## config.mk

```make
export PLATFORM = sky130hd
export DESIGN_NAME = mem_stage_multi_outstanding
export DESIGN_NICKNAME = d
export VERILOG_FILES = /design/src/rtl/mem_stage_multi_outstanding.sv
export SDC_FILE = /design/constraint.sdc
export NUM_CORES = 1
export LEC_CHECK = 0
export BUFFER_PORTS_ARGS = -buffer_cell sky130_fd_sc_hd__buf_2
export CAP_MARGIN = 10
export CORE_UTILIZATION = 60
export CTS_BUF_LIST = sky130_fd_sc_hd__clkbuf_8
export DETAILED_ROUTE_END_ITERATION = 8
export GPL_TIMING_DRIVEN = 1
export PLACE_DENSITY = 0.83
export SYNTH_ARGS = -nofsm -noshare
export SYNTH_HDL_FRONTEND = slang
export SYNTH_SLANG_ARGS = --single-unit
export TNS_END_PERCENT = 1
```

## constraint.sdc

```tcl
create_clock -name clk -period 15.2 [get_ports clk]
set_input_delay 2.28 -clock clk [delete_from_list [all_inputs] [get_ports clk]]
set_output_delay 2.28 -clock clk [all_outputs]
set_load 0.05 [all_outputs]
```

## src/rtl/mem_stage_multi_outstanding.sv

```systemverilog
// MEM stage with an in-order tracking queue: up to DEPTH loads/stores outstanding on an
// SRAM-like bus, results retired to WB in program order, flush absorbs responses still owed.
module mem_stage_multi_outstanding #(
  parameter int unsigned DEPTH  = 4,
  parameter int unsigned ADDR_W = 32,
  parameter int unsigned DATA_W = 32,
  parameter int unsigned PL_W   = 70
) (
  input  logic              clk,
  input  logic              rst,
  input  logic              flush,
  input  logic              in_valid,
  output logic              in_ready,
  input  logic              in_ld,
  input  logic              in_st,
  input  logic [1:0]        in_size,
  input  logic              in_sign,
  input  logic [ADDR_W-1:0] in_addr,
  input  logic [DATA_W-1:0] in_wdata,
  input  logic [DATA_W-1:0] in_alu,
  input  logic [PL_W-1:0]   in_payload,
  output logic              req,
  output logic              req_wr,
  output logic [1:0]        req_size,
  output logic [3:0]        req_wstrb,
  output logic [ADDR_W-1:0] req_addr,
  output logic [DATA_W-1:0] req_wdata,
  input  logic              addr_ok,
  input  logic              data_ok,
  input  logic [DATA_W-1:0] rdata,
  output logic              out_valid,
  input  logic              out_ready,
  output logic [DATA_W-1:0] out_data,
  output logic [PL_W-1:0]   out_payload,
  output logic              fwd_valid,
  output logic [DATA_W-1:0] fwd_data
);

  localparam int unsigned PTR_W = $clog2(DEPTH);
  localparam int unsigned CNT_W = PTR_W + 1;
  localparam int unsigned SUM_W = CNT_W + 1;

  // Control flags (reset) and per-entry op fields (no reset, qualified by r_valid)
  logic [DEPTH-1:0]  r_valid, r_issued, r_done;
  logic [DEPTH-1:0]  r_ld, r_st, r_sign;
  logic [1:0]        r_size  [DEPTH];
  logic [ADDR_W-1:0] r_addr  [DEPTH];
  logic [DATA_W-1:0] r_wdata [DEPTH];
  logic [DATA_W-1:0] r_data  [DEPTH];
  logic [PL_W-1:0]   r_pl    [DEPTH];

  logic [PTR_W-1:0]  r_head, r_iss, r_tail;
  logic [CNT_W-1:0]  r_count, r_disc;

  logic              w_full, w_enq, w_in_mem, w_q_req, w_byp, w_hs, w_q_hs;
  logic              w_skip, w_enq_adv, w_pop;
  logic              w_rsp_found, w_rsp_drop, w_rsp_cmp;
  logic [PTR_W-1:0]  w_rsp_idx, w_scan;
  logic [CNT_W-1:0]  w_pend_cnt;
  logic [SUM_W-1:0]  w_disc_sum;
  logic [DATA_W-1:0] w_ld_res;
  logic              w_src_st;
  logic [1:0]        w_src_size;
  logic [ADDR_W-1:0] w_src_addr;
  logic [DATA_W-1:0] w_src_wdata;

  function automatic logic [31:0] f_align(input logic [31:0] d, input logic [1:0] a,
                                          input logic [1:0] sz, input logic sg);
    logic [31:0] sh;
    sh = 32'h0;
    f_align = d;
    case (sz)
      2'b00: begin
        sh = d >> {a, 3'b000};
        f_align = {{24{sg & sh[7]}}, sh[7:0]};
      end
      2'b01: begin
        sh = d >> {a[1], 4'b0000};
        f_align = {{16{sg & sh[15]}}, sh[15:0]};
      end
      default: f_align = d;
    endcase
  endfunction

  function automatic logic [3:0] f_strb(input logic [1:0] sz, input logic [1:0] a);
    case (sz)
      2'b00:   f_strb = 4'b0001 << a;
      2'b01:   f_strb = a[1] ? 4'b1100 : 4'b0011;
      default: f_strb = 4'b1111;
    endcase
  endfunction

  function automatic logic [31:0] f_repl(input logic [1:0] sz, input logic [31:0] w);
    case (sz)
      2'b00:   f_repl = {4{w[7:0]}};
      2'b01:   f_repl = {2{w[15:0]}};
      default: f_repl = w;
    endcase
  endfunction

  assign w_full   = (r_count == CNT_W'(DEPTH));
  assign in_ready = rst & ~w_full & ~flush;
  assign w_enq    = in_valid & in_ready;
  assign w_in_mem = in_ld | in_st;

  // Issue: oldest unissued queue entry, or the incoming op when everything ahead is issued
  assign w_q_req   = r_valid[r_iss] & ~r_issued[r_iss];
  assign w_byp     = w_enq & w_in_mem & (r_iss == r_tail);
  assign req       = (w_q_req | w_byp) & ~flush;
  assign w_hs      = req & addr_ok;
  assign w_q_hs    = w_hs & w_q_req;
  assign w_skip    = r_valid[r_iss] & r_issued[r_iss];
  assign w_enq_adv = w_enq & (r_iss == r_tail) & (~w_in_mem | addr_ok);

  assign w_src_st    = w_q_req ? r_st[r_iss]    : in_st;
  assign w_src_size  = w_q_req ? r_size[r_iss]  : in_size;
  assign w_src_addr  = w_q_req ? r_addr[r_iss]  : in_addr;
  assign w_src_wdata = w_q_req ? r_wdata[r_iss] : in_wdata;

  assign req_wr    = req & w_src_st;
  assign req_size  = req ? w_src_size : 2'b00;
  assign req_addr  = req ? w_src_addr : '0;
  assign req_wstrb = req_wr ? f_strb(w_src_size, w_src_addr[1:0]) : 4'b0000;
  assign req_wdata = req_wr ? f_repl(w_src_size, w_src_wdata) : '0;

  assign out_valid   = (r_count != '0) & r_valid[r_head] & r_done[r_head] & ~flush;
  assign w_pop       = out_valid & out_ready;
  assign out_data    = out_valid ? r_data[r_head] : '0;
  assign out_payload = out_valid ? r_pl[r_head] : '0;
  assign fwd_valid   = out_valid;
  assign fwd_data    = out_data;

  // Oldest issued-but-not-done entry receives the next response
  always_comb begin
    w_rsp_found = 1'b0;
    w_rsp_idx   = '0;
    w_scan      = r_head;
    w_pend_cnt  = '0;
    for (int unsigned i = 0; i < DEPTH; i++) begin
      w_scan = r_head + PTR_W'(i);
      if (!w_rsp_found && r_valid[w_scan] && r_issued[w_scan] && !r_done[w_scan]) begin
        w_rsp_found = 1'b1;
        w_rsp_idx   = w_scan;
      end
      w_pend_cnt = w_pend_cnt + CNT_W'(r_valid[i] & r_issued[i] & ~r_done[i]);
    end
  end

  assign w_rsp_drop = data_ok & (r_disc != '0);
  assign w_rsp_cmp  = data_ok & (r_disc == '0) & w_rsp_found;
  assign w_ld_res   = f_align(rdata, r_addr[w_rsp_idx][1:0], r_size[w_rsp_idx], r_sign[w_rsp_idx]);
  assign w_disc_sum = SUM_W'(r_disc) + SUM_W'(w_pend_cnt) + SUM_W'(w_hs)
                    - SUM_W'(w_rsp_drop | w_rsp_cmp);

  always_ff @(posedge clk or negedge rst) begin
    if (!rst) begin
      r_valid  <= '0;
      r_issued <= '0;
      r_done   <= '0;
      r_head   <= '0;
      r_iss    <= '0;
      r_tail   <= '0;
      r_count  <= '0;
      r_disc   <= '0;
    end else if (flush) begin
      r_valid  <= '0;
      r_issued <= '0;
      r_done   <= '0;
      r_head   <= '0;
      r_iss    <= '0;
      r_tail   <= '0;
      r_count  <= '0;
      r_disc   <= CNT_W'(w_disc_sum);
    end else begin
      if (w_enq) begin
        r_valid[r_tail]  <= 1'b1;
        r_issued[r_tail] <= ~w_in_mem | w_hs;
        r_done[r_tail]   <= ~w_in_mem;
      end
      if (w_q_hs)    r_issued[r_iss]  <= 1'b1;
      if (w_rsp_cmp) r_done[w_rsp_idx] <= 1'b1;
      if (w_pop) begin
        r_valid[r_head]  <= 1'b0;
        r_issued[r_head] <= 1'b0;
        r_done[r_head]   <= 1'b0;
      end
      r_head  <= r_head + PTR_W'(w_pop);
      r_tail  <= r_tail + PTR_W'(w_enq);
      r_iss   <= r_iss + PTR_W'(w_q_hs | w_skip | w_enq_adv);
      r_count <= r_count + CNT_W'(w_enq) - CNT_W'(w_pop);
      if (w_rsp_drop) r_disc <= r_disc - CNT_W'(1);
    end
  end

  always_ff @(posedge clk) begin
    if (w_enq) begin
      r_ld[r_tail]    <= in_ld;
      r_st[r_tail]    <= in_st;
      r_sign[r_tail]  <= in_sign;
      r_size[r_tail]  <= in_size;
      r_addr[r_tail]  <= in_addr;
      r_wdata[r_tail] <= in_wdata;
      r_data[r_tail]  <= in_alu;
      r_pl[r_tail]    <= in_payload;
    end
    if (w_rsp_cmp && r_ld[w_rsp_idx]) r_data[w_rsp_idx] <= w_ld_res;
  end

  a_no_orphan_rsp: assert property (@(posedge clk) disable iff (!rst)
    !(data_ok && (r_disc == '0) && !w_rsp_found));

endmodule
```

==> parameters.txt, run 1 <==
Parameter                              Value

Power
  Switching power share of the total ... 22.7%
  Share of power burned in the clock network ... 38.0%
  Maximum vdd ir drop ... 102 µV
  Switching component of the power ... 906 µW
  Power per cell area ... 110 nW/µm²
  Int Power ... 3.08 mW
  Sequential Power Share ... 54.8%
  Leak pwr ... 13.1 nW
  Comb pwr share ... 7.2%

Synthesis
  Synth warn ... 0
  Ys async rst share ... 3.39%
  Proportion of synthesized chip area in sequential cells ... 66.9%
  Most used flip-flop cell after synthesis ... sky130_fd_sc_hd__edfxtp_1
  Net count after synthesis ... 2,101
  Post-synthesis register bit count ... 708
  Combined area of all synthesized cells ... 31,600 µm²
  Count of flip-flops with a built-in enable after synthesis ... 684
  Post-synth cell types ... 74
  Mapped Cells ... 1,872
  Synthesized area per cell ... 16.9 µm²

Clock network
  Clock tree from TritonCTS ... yes
  CTS Root Buffer Type ... sky130_fd_sc_hd__clkbuf_8
  Bufs on Longest Clock Path ... 3
  Number of buffers added to fix hold violations after cts ... 0
  Cells resized by post-CTS repair ... 0
  Worst skew pair latency ... 710 ps
  Register clock-pin slew on the reported worst setup and hold paths ... 60 ps
  Number of buffers created by CTS ... 109
  Sink count of the clock tree ... 708
  Total setup buffers inserted after CTS ... 0
  H-Tree Level Count ... 3

Cells and area
  Syn-to-layout area delta ... 14.6%
  Number of nets at the end of the flow ... 2,512
  Post-route cell area ... 36,200 µm²
  Most frequent standard cell in the layout excluding fill and tap cells ... sky130_fd_sc_hd__edfxtp_1
  Highest-count cells in the layout ignoring fill and taps ... 684 x sky130_fd_sc_hd__edfxtp_1, 418 x sky130_fd_sc_hd__buf_2, 175 x sky130_fd_sc_hd__mux4_2
  Fin util ... 70.1%
  Fraction of final layout cells sized beyond drive strength 1 ... 38.1%
  Number of fill cells ... 3,235

Worst setup path
  Start-to-end type of the worst setup path ... input port to output pin
  Cell with the largest stage delay on the worst path ... sky130_fd_sc_hd__nand2_1
  Largest stage delay on the critical path ... 700 ps
  Capturing element type of the critical path ... output pin
  Type of element launching the critical path ... input port
  Arrival time of data at the critical path endpoint ... 5910 ps
  Worst endpoint required time ... 12,920 ps
  Critical path depth ... 12
  Sequence of cells on the critical path ... buf_2 -> nand2b_1 -> a21oi_1 -> nand2_1 -> nor3_1 -> o21ai_0 -> a21o_1 -> buf_4 -> inv_1 -> nand2_1 -> a311oi_1 -> buf_2
  Worst reg2reg path depth ... 12
  Maximum net fanout on the critical path ... 37
  Critical path buffers and inverters ... 4
  CP top delay family ... buffers and inverters

Timing
  Minimum clock period after layout ... 8190 ps
  Unrepaired setup endpoints after global routing ... false
  Pins Over Slew Limit ... 0
  Final worst clock skew ... 38.0 ps
  Total of endpoints with negative setup slack in the final report ... 0
  Least-Margin Pin Slew ... 1140 ps
  Worst max-slew margin expressed relative to the limit ... 23.6%
  Sum Neg Setup Slack ... 0 ps
  Max Freq ... 122 MHz
  Final critical-path share of the clock period ... 53.9%
  Number of endpoints with negative hold slack in the final report ... 0

Global route
  Vias in the first global route ... 19,200
  Overall routing resource usage ... 27.8%
  GRT overflow ... 0
  Maximum number of pins on one net before global-route repair ... 93
  Number of antenna violations at the first check in global routing ... 20
  First-pass GRT wire length ... 112,000 µm

Routing
  Post-route antenna net violation count ... 0
  Post-DR wirelength/cell ... 24.3 µm
  Number of vias per cell after detailed routing ... 6.19
  First-pass DRT Iterations ... 5
  Wirelength, routed ... 74,400 µm
  Initial detailed-routing violation count ... 1,826
  Routed vias ... 19,000
  Detailed-route DRC error count ... 0

Place
  Placer Congestion ... 0.922
  Port Buffers ... 418
  Placed Area ... 34,100 µm²
  HPWL after detailed placement ... 47,200 µm

Floorplanning
  Cell Rows ... 83
  Die Wd ... 232 µm
  Standard cell core area ... 51,700 µm²
  Overall die height ... 232 µm
  Floorplan die area ... 53,600 µm²
  Effective utilization at floorplan ... 61.1%
  I/O pin count ... 419

Status
  Run status ... complete, no violations

Worst hold path
  Number of cells on the worst hold path ... 1
  Hold/Removal Path Class ... flip-flop to flip-flop

Flow run
  Max-cap viol count ... 0
==> cell type report <==
class / count / area (µm²) / area share, %
Clock inverter: 89 / 574 / 1.58
Multi-Input combinational cell: 989 / 9710 / 26.8
Timing Repair Buffer: 443 / 2280 / 6.29
Clock buffer: 110 / 1510 / 4.18
Sequential cell: 708 / 21200 / 58.4
Antenna cell: 12 / 30.0 / 0.0829
Inverter: 32 / 135 / 0.373
Tap cell: 680 / 851 / 2.35
==> sequential cells by signal, summed over array words and instances (netlist names) <==
signal,cells
r_addr,128
r_count,3
r_data,128
r_disc,3
r_done,4
r_head,2
r_iss,2
r_issued,4
r_ld,4
r_pl,280
r_sign,4
r_size,8
r_st,4
r_tail,2
r_valid,4
r_wdata,128
==> per-layer routing <==
metal | GRT usage [%] | up-vias | part of all wire [%]
met3 | 5.70 | 157 | 8.3
met2 | 46.0 | 1001 | 51
met1 | 36.5 | 9562 | 38
met4 | 10.7 | 20 | 2.8
met5 | 0 | - | 0.15
li1 | - | 8218 | -
==> cells by family (layout without fill, tap and decap cells) <==
kind of cell,Yosys count,after routing,share of synthesized area (%)
flip-flops,708,708,66.9
other,0,12,0
buffers and inverters,175,674,2.54
multiplexers,328,328,17.9
AO/OA/AOI/OAI,199,199,4.69
AND/OR/NAND/NOR,431,431,6.86
XOR/XNOR,12,12,0.332
adder cells (fa/ha/maj),19,19,0.847
==> worst paths after layout <==
check / start / endpoint / slack, ps
worst max register to register: r_head[0] / r_data[3][4] / 9020
worst min-delay path: r_disc[2] / r_disc[2] / 500
min in group asynchronous: rst / r_tail[0] / 1570
max in group asynchronous: rst / r_head[0] / 13180
worst max-delay path: rst / req_wdata[27] / 7010
worst min register to register: r_disc[2] / r_disc[2] / 500
==> cell usage after synthesis (all sizes together), types with 24 or more instances <==
cell | count | share of area (%)
a21oi | 54 | 0.88
buf | 68 | 1.3
clkbuf | 75 | 0.89
dfrtp | 24 | 1.9
edfxtp | 684 | 65
inv | 32 | 0.38
mux2 | 131 | 4.7
mux4 | 175 | 12
nand2 | 151 | 1.8
nor2 | 73 | 0.90
nor2b | 117 | 2.3
o21ai | 27 | 0.43
==> power groups by stage <==
stage,Sequential [mW],Clock [mW],Combinational [mW]
after floorplan,2.22,0,0.183
after global placement,2.22,0,0.269
after detailed placement,2.23,0,0.282
after CTS,2.19,1.54,0.284
after global routing,2.19,1.62,0.309
final,2.19,1.51,0.287
==> through the flow <==
step | instances | hold WS (ps) | setup WS, ps | power (mW)
after detailed placement | 2852 | 485 | 7050 | 2.51
after global placement | 2852 | 480 | 7260 | 2.49
after global routing | 3059 | 517 | 6590 | 4.12
after floorplan | 1872 | 453 | 270 | 2.40
after CTS | 3051 | 493 | 7030 | 4.01
final | 3063 | 496 | 7010 | 3.99
(Power assumes the default switching activity.)
==> run 2: changes to the inputs <==
==> constraint.sdc (replaced) <==
create_clock -name clk -period 8.25 [get_ports clk]
set_input_delay 1.2375 -clock clk [delete_from_list [all_inputs] [get_ports clk]]
set_output_delay 1.2375 -clock clk [all_outputs]
set_load 0.05 [all_outputs]
==> run 2 against run 1 <==
Critical path type unchanged. Worst hold slack worse by 3.1 ps. Highest routed layer unchanged. Combinational power is 81% higher. Final area hardly changed. Critical endpoint is now req_wdata[29].
==> parameters.txt, run 2 (synthesis gave the netlist of run 1 again) <==
Parameter                              Value

Status
  Run status ... complete, no violations (unchanged)

Floorplanning
  I/O pin count ... 419 (unchanged)
  Effective utilization at floorplan ... 61.1% (unchanged)
  Cell Rows ... 83 (unchanged)
  Overall die height ... 232 µm (unchanged)
  Standard cell core area ... 51,700 µm² (unchanged)
  Die Wd ... 232 µm (unchanged)
  Floorplan die area ... 53,600 µm² (unchanged)

Cells and area
  Highest-count cells in the layout ignoring fill and taps ... 684 x sky130_fd_sc_hd__edfxtp_1, 418 x sky130_fd_sc_hd__buf_2, 175 x sky130_fd_sc_hd__mux4_2 (unchanged)
  Flip-flop count of the largest register, all copies and words added ... 280 (unchanged)
  Top register by number of flip-flops ... r_pl (unchanged)
  Number of nets at the end of the flow ... 2,510 (was 2,512)
  Fraction of final layout cells sized beyond drive strength 1 ... 38.2% (was 38.1%)
  Post-layout instance count excluding filler cells ... 3,069 (was 3,063)
  Syn-to-layout area delta ... 14.6% (about the same)
  Fin util ... 70.1% (about the same)
  Most frequent standard cell in the layout excluding fill and tap cells ... sky130_fd_sc_hd__edfxtp_1 (unchanged)

Routing
  Post-route antenna net violation count ... 0 (unchanged)
  Routed vias ... 18,800 (was 19,000)
  Post-DR wirelength/cell ... 24.3 µm (about the same)
  First-pass DRT Iterations ... 5 (unchanged)
  Detailed-route DRC error count ... 0 (unchanged)
  Wirelength, routed ... 74,500 µm (was 74,400 µm)
  Initial detailed-routing violation count ... 1,704 (was 1,826)
  Number of vias per cell after detailed routing ... 6.13 (was 6.19)

Clock network
  Worst skew pair latency ... 710 ps (about the same)
  Total setup buffers inserted after CTS ... 0 (unchanged)
  Cells resized by post-CTS repair ... 0 (unchanged)
  H-Tree Level Count ... 3 (unchanged)
  Clock tree from TritonCTS ... yes (unchanged)
  CTS Root Buffer Type ... sky130_fd_sc_hd__clkbuf_8 (unchanged)
  Bufs on Longest Clock Path ... 3 (unchanged)
  Register clock-pin slew on the reported worst setup and hold paths ... 70 ps (was 60 ps)
  Number of buffers created by CTS ... 109 (unchanged)
  Sink count of the clock tree ... 708 (unchanged)
  Number of buffers added to fix hold violations after cts ... 0 (unchanged)

Timing
  Unrepaired setup endpoints after global routing ... false (unchanged)
  Final worst clock skew ... 35.3 ps (was 38.0 ps)
  Worst max-slew margin expressed relative to the limit ... 24.7% (was 23.6%)
  Sum Neg Setup Slack ... 0 ps (unchanged)
  Minimum clock period after layout ... 6270 ps
  Least-Margin Pin Slew ... 1130 ps (was 1140 ps)
  Pins Over Slew Limit ... 0 (unchanged)
  Max Freq ... 160 MHz
  Min setup slack post-route ... 1980 ps (was 7010 ps)
  Final critical-path share of the clock period ... 76.0%
  Number of endpoints with negative hold slack in the final report ... 0 (unchanged)
  Total of endpoints with negative setup slack in the final report ... 0 (unchanged)

Power
  Maximum vdd ir drop ... 208 µV (was 102 µV)
  Overall power after layout ... 7.32 mW (was 3.99 mW)
  Power per cell area ... 202 nW/µm² (was 110 nW/µm²)
  Leak pwr ... 13.1 nW (about the same)

Place
  HPWL after detailed placement ... 46,400 µm (was 47,200 µm)
  Cell count after placement ... 2,850 (was 2,852)
  Port Buffers ... 418 (unchanged)
  Setup Slack @ Placement ... 2070 ps (was 7050 ps)
  Placer Congestion ... 0.882 (was 0.922)

Global route
  GRT overflow ... 0 (unchanged)
  Vias in the first global route ... 19,200 (about the same)
  First-pass GRT wire length ... 111,000 µm (was 112,000 µm)
  Overall routing resource usage ... 27.7% (was 27.8%)
  Number of antenna violations at the first check in global routing ... 29 (was 20)
  Maximum number of pins on one net before global-route repair ... 145 (was 93)

Worst setup path
  Start-to-end type of the worst setup path ... input port to output pin (unchanged)
  Arrival time of data at the critical path endpoint ... 5030 ps (was 5910 ps)
  Type of element launching the critical path ... input port (unchanged)
  Capturing element type of the critical path ... output pin (unchanged)
  Maximum net fanout on the critical path ... 37 (unchanged)
  Worst endpoint required time ... 7010 ps (was 12,920 ps)

Flow run
  Max-cap viol count ... 0 (unchanged)

Worst hold path
  Hold/Removal Path Class ... flip-flop to flip-flop (unchanged)
-- run 2: layout make-up --
cell class                      instances  area (µm²)
Clock inverter                         90         544
Sequential cell                       708       21200
Antenna cell                           18        45.0
Fill cell                            3335       15500
Tap cell                              680         851
Timing Repair Buffer                  441        2280
Clock buffer                          111        1530
Inverter                               32         135
Multi-Input combinational cell        989        9710
-- run 2: routing by layer --
metal / vias to the layer above / GRT usage [%] / routed length [µm]
li1: 8209 / - / -
met3: 192 / 5.81 / 6290
met1: 9403 / 36.9 / 28700
met5: - / 0 / 158
met4: 24 / 11.9 / 2550
met2: 988 / 44.6 / 36800
-- run 2: stage by stage --
stage	instance area, µm²	hold slack (ps)
2_1_floorplan	31600	453
3_3_place_gp	34100	474
3_5_place_dp	34100	479
4_1_cts	36200	489
5_1_grt	36200	501
6_report	36200	493
-- run 2: critical path, stage by stage --
cell                       delay, ps
sky130_fd_sc_hd__buf_2           450
sky130_fd_sc_hd__nand2b_1        120
sky130_fd_sc_hd__a21oi_1         180
sky130_fd_sc_hd__nand2_1         200
sky130_fd_sc_hd__nor3_1          330
sky130_fd_sc_hd__o21ai_0         140
sky130_fd_sc_hd__a21o_1          190
sky130_fd_sc_hd__buf_4           250
sky130_fd_sc_hd__inv_1           310
sky130_fd_sc_hd__nand2_1         710
sky130_fd_sc_hd__a311oi_1        530
sky130_fd_sc_hd__buf_2           340
-- run 2: power by group --
part | internal, mW | switching, mW | leakage, nW
combinational | 0.212 | 0.308 | 5.38
sequential | 4.00 | 0.0284 | 6.50
clock | 1.42 | 1.35 | 1.20
-- run 2: worst paths after layout --
check                      startpoint             to  slack (ps)  depth (start not counted)
setup / recovery                  rst  req_wdata[29]        1980                         12
hold / removal              r_disc[2]      r_disc[2]         490                          1
setup reg to reg            r_head[0]   r_data[0][0]        2180                         12
hold reg to reg             r_disc[2]      r_disc[2]         490                          1
max in group asynchronous         rst      r_head[1]        7280                          1
min in group asynchronous         rst       r_iss[1]         530                          1
